**src/rtl/color_frame_classifier_pkg.sv**
```systemverilog
// color_frame_classifier_pkg: shared encodings for the frame classifier.
// Holds RESULT codes, RGB332 field slices, colour limits and FSM states.
package color_frame_classifier_pkg;

   localparam logic [1:0] RES_NONE = 2'b00;
   localparam logic [1:0] RES_RED  = 2'b01;
   localparam logic [1:0] RES_BLUE = 2'b10;

   localparam int R_HI = 7;
   localparam int R_LO = 5;
   localparam int G_HI = 4;
   localparam int G_LO = 2;
   localparam int B_HI = 1;
   localparam int B_LO = 0;

   localparam logic [2:0] RED_R_MIN  = 3'd5;
   localparam logic [2:0] RED_G_MAX  = 3'd2;
   localparam logic [1:0] RED_B_MAX  = 2'd1;
   localparam logic [1:0] BLUE_B_MIN = 2'd2;
   localparam logic [2:0] BLUE_R_MAX = 3'd2;
   localparam logic [2:0] BLUE_G_MAX = 3'd3;

   typedef enum logic [1:0] {
      ST_WAIT_FRAME = 2'd0,
      ST_ACCUM      = 2'd1,
      ST_DECIDE     = 2'd2
   } state_t;

endpackage

```
**src/rtl/rgb332_color_detect.sv**
```systemverilog
// rgb332_color_detect: combinational red/blue classifier for one pixel.
// Ports: pixel (RGB332 in), is_red / is_blue (flags out, never both set).
module rgb332_color_detect
   import color_frame_classifier_pkg::*;
(
   input  logic [7:0] pixel,
   output logic       is_red,
   output logic       is_blue
);

   logic [2:0] r;
   logic [2:0] g;
   logic [1:0] b;

   assign r = pixel[R_HI:R_LO];
   assign g = pixel[G_HI:G_LO];
   assign b = pixel[B_HI:B_LO];

   // Red needs r >= 5, blue needs r <= 2, so the flags are exclusive.
   assign is_red  = (r >= RED_R_MIN)
                 && (g <= RED_G_MAX)
                 && (b <= RED_B_MAX);
   assign is_blue = (b >= BLUE_B_MIN)
                 && (r <= BLUE_R_MAX)
                 && (g <= BLUE_G_MAX);

endmodule

```
**src/rtl/color_frame_classifier.sv**
```systemverilog
// color_frame_classifier: counts red/blue pixels per VGA frame and
// reports a debounced dominant colour once per frame end.
// Ports: CLK, RESET_N (async low); PIXEL_IN, VGA_PIXEL_X/Y,
// VGA_VSYNC_NEG in; RESULT, RESULT_VALID, RED_COUNT, BLUE_COUNT out.
module color_frame_classifier
   import color_frame_classifier_pkg::*;
#(
   parameter int          SCREEN_WIDTH   = 176,
   parameter int          SCREEN_HEIGHT  = 144,
   parameter logic [14:0] COUNT_THRESH   = 15'd2000,
   parameter int          CONFIRM_FRAMES = 2
) (
   input  logic        CLK,
   input  logic        RESET_N,
   input  logic [7:0]  PIXEL_IN,
   input  logic [9:0]  VGA_PIXEL_X,
   input  logic [9:0]  VGA_PIXEL_Y,
   input  logic        VGA_VSYNC_NEG,
   output logic [1:0]  RESULT,
   output logic        RESULT_VALID,
   output logic [14:0] RED_COUNT,
   output logic [14:0] BLUE_COUNT
);

   localparam logic [9:0]  W_LIM   = 10'(SCREEN_WIDTH);
   localparam logic [9:0]  H_LIM   = 10'(SCREEN_HEIGHT);
   localparam logic [14:0] CNT_MAX = 15'h7FFF;
   localparam int          CONF_W  = $clog2(CONFIRM_FRAMES + 1);
   localparam logic [CONF_W-1:0] CONF_LIM = CONF_W'(CONFIRM_FRAMES);
   localparam logic [CONF_W-1:0] CONF_ONE = CONF_W'(1);

   state_t state;
   state_t state_nxt;

   logic        vs_s1;
   logic        vs_s2;
   logic        vs_d;
   logic        frame_end;
   logic        win_d;
   logic        pix_ok;
   logic        is_red;
   logic        is_blue;
   logic [14:0] red_cnt;
   logic [14:0] blue_cnt;
   logic        red_win;
   logic        blue_win;
   logic [1:0]  raw;
   logic [1:0]  prev_raw;
   logic [CONF_W-1:0] conf;
   logic [CONF_W-1:0] conf_nxt;

   rgb332_color_detect u_detect (
      .pixel   (PIXEL_IN),
      .is_red  (is_red),
      .is_blue (is_blue)
   );

   // Window flag is delayed one cycle to line up with read data.
   always_ff @(posedge CLK or negedge RESET_N) begin
      if (!RESET_N) begin
         vs_s1 <= 1'b0;
         vs_s2 <= 1'b0;
         vs_d  <= 1'b0;
         win_d <= 1'b0;
      end else begin
         vs_s1 <= VGA_VSYNC_NEG;
         vs_s2 <= vs_s1;
         vs_d  <= vs_s2;
         win_d <= (VGA_PIXEL_X < W_LIM)
               && (VGA_PIXEL_Y < H_LIM);
      end
   end

   assign frame_end = vs_d & ~vs_s2;

   always_ff @(posedge CLK or negedge RESET_N) begin
      if (!RESET_N) state <= ST_WAIT_FRAME;
      else          state <= state_nxt;
   end

   always_comb begin
      state_nxt    = state;
      RESULT_VALID = 1'b0;
      unique case (state)
         ST_WAIT_FRAME: begin
            if (frame_end) state_nxt = ST_ACCUM;
         end
         ST_ACCUM: begin
            if (frame_end) state_nxt = ST_DECIDE;
         end
         ST_DECIDE: begin
            state_nxt    = ST_ACCUM;
            RESULT_VALID = 1'b1;
         end
         default: state_nxt = ST_WAIT_FRAME;
      endcase
   end

   // A pixel landing on the frame-end cycle belongs to no frame.
   assign pix_ok = (state == ST_ACCUM) && win_d && !frame_end;

   always_ff @(posedge CLK or negedge RESET_N) begin
      if (!RESET_N) begin
         red_cnt  <= '0;
         blue_cnt <= '0;
      end else if (state != ST_ACCUM) begin
         red_cnt  <= '0;
         blue_cnt <= '0;
      end else if (pix_ok) begin
         if (is_red && red_cnt != CNT_MAX)
            red_cnt <= red_cnt + 15'd1;
         if (is_blue && blue_cnt != CNT_MAX)
            blue_cnt <= blue_cnt + 15'd1;
      end
   end

   // red_win and blue_win are exclusive: each needs a strict majority.
   always_comb begin
      red_win  = (red_cnt >= COUNT_THRESH) && (red_cnt > blue_cnt);
      blue_win = (blue_cnt >= COUNT_THRESH) && (blue_cnt > red_cnt);
      raw      = RES_NONE;
      unique case (1'b1)
         red_win:  raw = RES_RED;
         blue_win: raw = RES_BLUE;
         default:  raw = RES_NONE;
      endcase
      conf_nxt = CONF_ONE;
      if (raw == prev_raw)
         conf_nxt = (conf == CONF_LIM) ? conf : conf + CONF_ONE;
   end

   always_ff @(posedge CLK or negedge RESET_N) begin
      if (!RESET_N) begin
         RESULT     <= RES_NONE;
         RED_COUNT  <= '0;
         BLUE_COUNT <= '0;
         prev_raw   <= RES_NONE;
         conf       <= '0;
      end else if (state == ST_DECIDE) begin
         RED_COUNT  <= red_cnt;
         BLUE_COUNT <= blue_cnt;
         prev_raw   <= raw;
         conf       <= conf_nxt;
         if (conf_nxt == CONF_LIM) RESULT <= raw;
      end
   end

endmodule
```
**config.mk**
```make
export PLATFORM = sky130hd
export DESIGN_NAME = color_frame_classifier
export DESIGN_NICKNAME = d
export VERILOG_FILES = /design/src/rtl/color_frame_classifier_pkg.sv /design/src/rtl/rgb332_color_detect.sv /design/src/rtl/color_frame_classifier.sv
export SDC_FILE = /design/constraint.sdc
export NUM_CORES = 1
export LEC_CHECK = 0
export ABC_AREA = 1
export BUFFER_PORTS_ARGS = -buffer_cell sky130_fd_sc_hd__buf_4
export CELL_PAD_IN_SITES_DETAIL_PLACEMENT = 0
export CELL_PAD_IN_SITES_GLOBAL_PLACEMENT = 1
export CORE_MARGIN = 3
export CORE_UTILIZATION = 42
export CTS_BUF_LIST = sky130_fd_sc_hd__clkbuf_4 sky130_fd_sc_hd__clkbuf_8 sky130_fd_sc_hd__clkbuf_16
export CTS_CLUSTER_SIZE = 10
export DETAILED_ROUTE_END_ITERATION = 10
export PLACE_DENSITY_LB_ADDON = 0.1
export SYNTH_ARGS = -nofsm -noshare
export SYNTH_HDL_FRONTEND = slang
export SYNTH_SLANG_ARGS = --single-unit
```
**constraint.sdc**
```tcl
create_clock -name CLK -period 2.7 [get_ports CLK]
set_clock_uncertainty 0.15 [all_clocks]
set_input_delay 0.54 -clock CLK [delete_from_list [all_inputs] [get_ports CLK]]
set_output_delay 0.54 -clock CLK [all_outputs]
set_load 0.1 [all_outputs]
```
==> results.txt <==
run status -> complete, no violations
pre-CTS setup slack -> 0.3764 ns
share of layout cells above drive strength 1 -> 20.90%
post-synthesis sequential area ratio -> 47.26%
Antenna Violating Nets Remaining -> 0
Crit. End Element -> flop
biggest area consumer among synthesized cells -> dfrtp_1
filler cell count -> 856
ranking of synthesized cells by area -> dfrtp_1 47%, nand2_1 11%, ha_1 6.6%, o21ai_0 5.5%, inv_1 4.8%
largest delay contributor family on the critical path -> simple AND/OR/NAND/NOR gates
Critical Path Stages -> 14
Site Rows -> 34
Finished Layout Cells -> 639
Total Routing Usage GR -> 19.34%
vias per cell -> 5.063
setup ws final -> 0.3632 ns
LEAKAGE -> 2.242 nW
largest net degree at the start of global routing -> 41
RSZ-0062 raised after global routing -> no
root buffer cell -> clkbuf_8
top-count cell post-synth -> nand2_1
vias in the first global route -> 3105
Max-Slew Margin vs Limit -> 69.00%
DP Cell Count -> 622
Net count, final -> 577
DRT Wirelength -> 9208 µm
average routed wire per standard cell -> 14.41 µm
Achievable Freq -> 427.9 MHz
register bit total from synthesis -> 72
slowest stage delay, CP -> 0.40 ns
CP Buf/Inv Count -> 1
DRT Pass-1 Iters -> 4
GRT overflow -> 0
Slew @ Worst Pin -> 0.4645 ns
PortBufs -> 54
Arr. time, crit path -> 2.44 ns
startpoint class of the critical path -> flop
most used cell, CP -> nand2_1
post-cts sizing count -> 0
Async SR Flop Fraction -> 100.0%
Sw Share -> 36.29%
kind of critical path -> flop to flop
top post-synthesis cells by count -> 107 x nand2_1, 72 x dfrtp_1, 49 x inv_1, 42 x o21ai_0, 24 x nor2_1
DIE HEIGHT -> 101.3 µm
Tmin final -> 2.337 ns
max-cap violations -> 0
Yosys top cell area share -> 47.26%
H-tree depth -> 3
yosys warns -> 0
hold crit path type -> input port to flop
EDFF count, synth -> 0
antenna violations before repair -> 0
Final Wtd Congestion -> 0.8564
final hold vios -> 0
Chip Width -> 101.3 µm
R2R depth -> 14
Synth cell types -> 36
initial core utilization -> 43.50%
worst-path fanout max -> 5
combinational share of power -> 29.3%
DR DRC count -> 0
Die ar. -> 10260 µm²
antenna cells -> 0
cell area after synthesis -> 3812 µm²
DR iter-0 viols -> 128
Seq pwr share -> 37.2%
DP Wirelength -> 6792 µm
Worst-Skew Late Latency -> 0.36 ns
CTS tree -> yes
critical path cell sequence -> inv_1 > ha_1 > nand2_1 > nand2_1 > nand2_1 > nand2_1 > a21oi_1 > nand3_2 > nand2_1 > nand2_1 > nor2_4 > nand3_1 > nand2_1 > nand2_1
min-delay src -> VGA_VSYNC_NEG
Worst EP required -> 2.81 ns
Clk network pwr share -> 33.5%
CTS Buffer Depth -> 2
Synth Area per Inst -> 8.270 µm²
Reg-to-Reg Start -> red_cnt[12]
r2r setup slk -> 0.36 ns
Switch Pwr -> 1.181 mW
worst r2r dst -> RESULT[0]
VDD IR max -> 0.0003252 V
num ports -> 64
Post-Synthesis Net Count -> 512
CTS sink count -> 72
area delta synth->final -> 22.12%
Mapped Cells -> 461
Int Power -> 2.074 mW
pwr dens -> 699.2 nW/µm²
fin. max-slew vios -> 0
CTS buffer count -> 9
Core Area -> 8763 µm²
setup TNS -> 0 ns
WHS Path Cells -> 1
highest-delay cell along the critical path -> dfrtp_1
final number of setup-violating endpoints -> 0
global-route wire length before repair -> 15450 µm
hold endpoint -> vs_s1
Post-synth top flop -> dfrtp_1
fin util -> 53.13%
vias -> 3235
CTS clk-pin slew, worst paths -> 0.08 ns
Final period util -> 86.55%
worst max-delay path by stage:
stage	startpoint	endpoint	slack, ns
2_1_floorplan	state[0]	RESULT[0]	0.18
3_3_place_gp	red_cnt[12]	RESULT[1]	0.41
3_5_place_dp	red_cnt[12]	RESULT[0]	0.38
4_1_cts	red_cnt[12]	RESULT[0]	0.36
5_1_grt	red_cnt[12]	RESULT[1]	0.08
6_report	red_cnt[12]	RESULT[0]	0.36
power by group through the flow:
stage / logic [mW] / registers, mW / clock network, mW
final: 0.953 / 1.21 / 1.09
after global placement: 0.941 / 1.23 / 0
after CTS: 0.954 / 1.21 / 1.11
after floorplan: 0.477 / 1.44 / 0
after detailed placement: 0.950 / 1.23 / 0
after global routing: 1.04 / 1.22 / 1.15
cells in the final DEF, fill, tap and decap left out, types with 2 or more instances in the layout:
| cell type | instances |
|---|---|
| a21oi_1 | 19 |
| buf_4 | 64 |
| bufinv_16 | 3 |
| clkbuf_8 | 11 |
| dfrtp_1 | 72 |
| ha_1 | 20 |
| inv_1 | 49 |
| inv_2 | 8 |
| nand2_1 | 107 |
| nand2_2 | 9 |
| nand3_1 | 23 |
| nand3_2 | 2 |
| nand4_1 | 12 |
| nor2_1 | 24 |
| nor2_2 | 2 |
| nor2_4 | 2 |
| nor3_1 | 17 |
| nor3_2 | 5 |
| nor4_1 | 2 |
| o21a_1 | 2 |
| o21ai_0 | 42 |
| o21ai_1 | 8 |
| o31ai_1 | 3 |
| or3_1 | 2 |
| xor2_1 | 9 |
stage by stage:
| stage | instance area, µm² | power (mW) | hold WS [ns] |
|---|---|---|---|
| 6_report | 4656 | 3.255 | 0.1392 |
| 5_1_grt | 4656 | 3.418 | 0.1246 |
| 4_1_cts | 4656 | 3.282 | 0.1218 |
| 3_5_place_dp | 4392 | 2.185 | 0.1856 |
| 3_3_place_gp | 4392 | 2.172 | 0.1855 |
| 2_1_floorplan | 3812 | 1.919 | 0.09441 |
timing repair:
item	4_1_cts	5_1_grt
setup buffers	0	0
hold buffers	1	0
endpoints found under the setup margin	0	0
endpoints found under the hold margin	32	0
layer usage:
layer  part of all wire, %  routed length, µm  vias to the layer above  GRT usage (%)
li1                      -                  -                     1641              -
met1                    50               4586                     1524          27.07
met2                    44               4085                       59          30.08
met3                   4.5                418                       11          4.063
met4                   1.3                118                        0          6.237
met5                     0                  0                        -              0
final cells by class:
class                      count  area [µm²]  share of cell area (%)
inverter                      58       217.7                   4.676
clock inverter                 5       102.6                   2.204
sequential                    72        1802                   38.70
timing repair buffer          66       510.5                   10.96
tap                          108       135.1                   2.902
multi-input combinational    319        1737                   37.30
clock buffer                  11       151.4                   3.252
logic make-up (layout without fill, tap and decap cells):
| kind of cell | after synthesis | count (layout) | synth area share (%) |
|---|---|---|---|
| XOR/XNOR | 9 | 9 | 2.068 |
| adder cells (fa/ha/maj) | 20 | 20 | 6.564 |
| AO/OA/AOI/OAI | 79 | 79 | 11.06 |
| AND/OR/NAND/NOR | 211 | 211 | 25.86 |
| buffers and inverters | 70 | 140 | 7.187 |
| flip-flops | 72 | 72 | 47.26 |
worst reg2reg max path: cells and delay by family, from the launching register on:
kind,cells,cell delay [ns]
DFF,1,0.40
AOI/OAI and AO/OA,1,0.34
buffers and inverters,1,0.18
adders and majority gates,1,0.28
and+or+nand+nor,11,0.87
registers in the layout (all words and copies together), names as in the netlist:
name,cells
BLUE_COUNT,15
RESULT,2
conf,2
red_cnt,15
RED_COUNT,15
win_d,1
vs_d,1
vs_s2,1
state,2
prev_raw,2
blue_cnt,15
vs_s1,1
(Power assumes the default switching activity.)
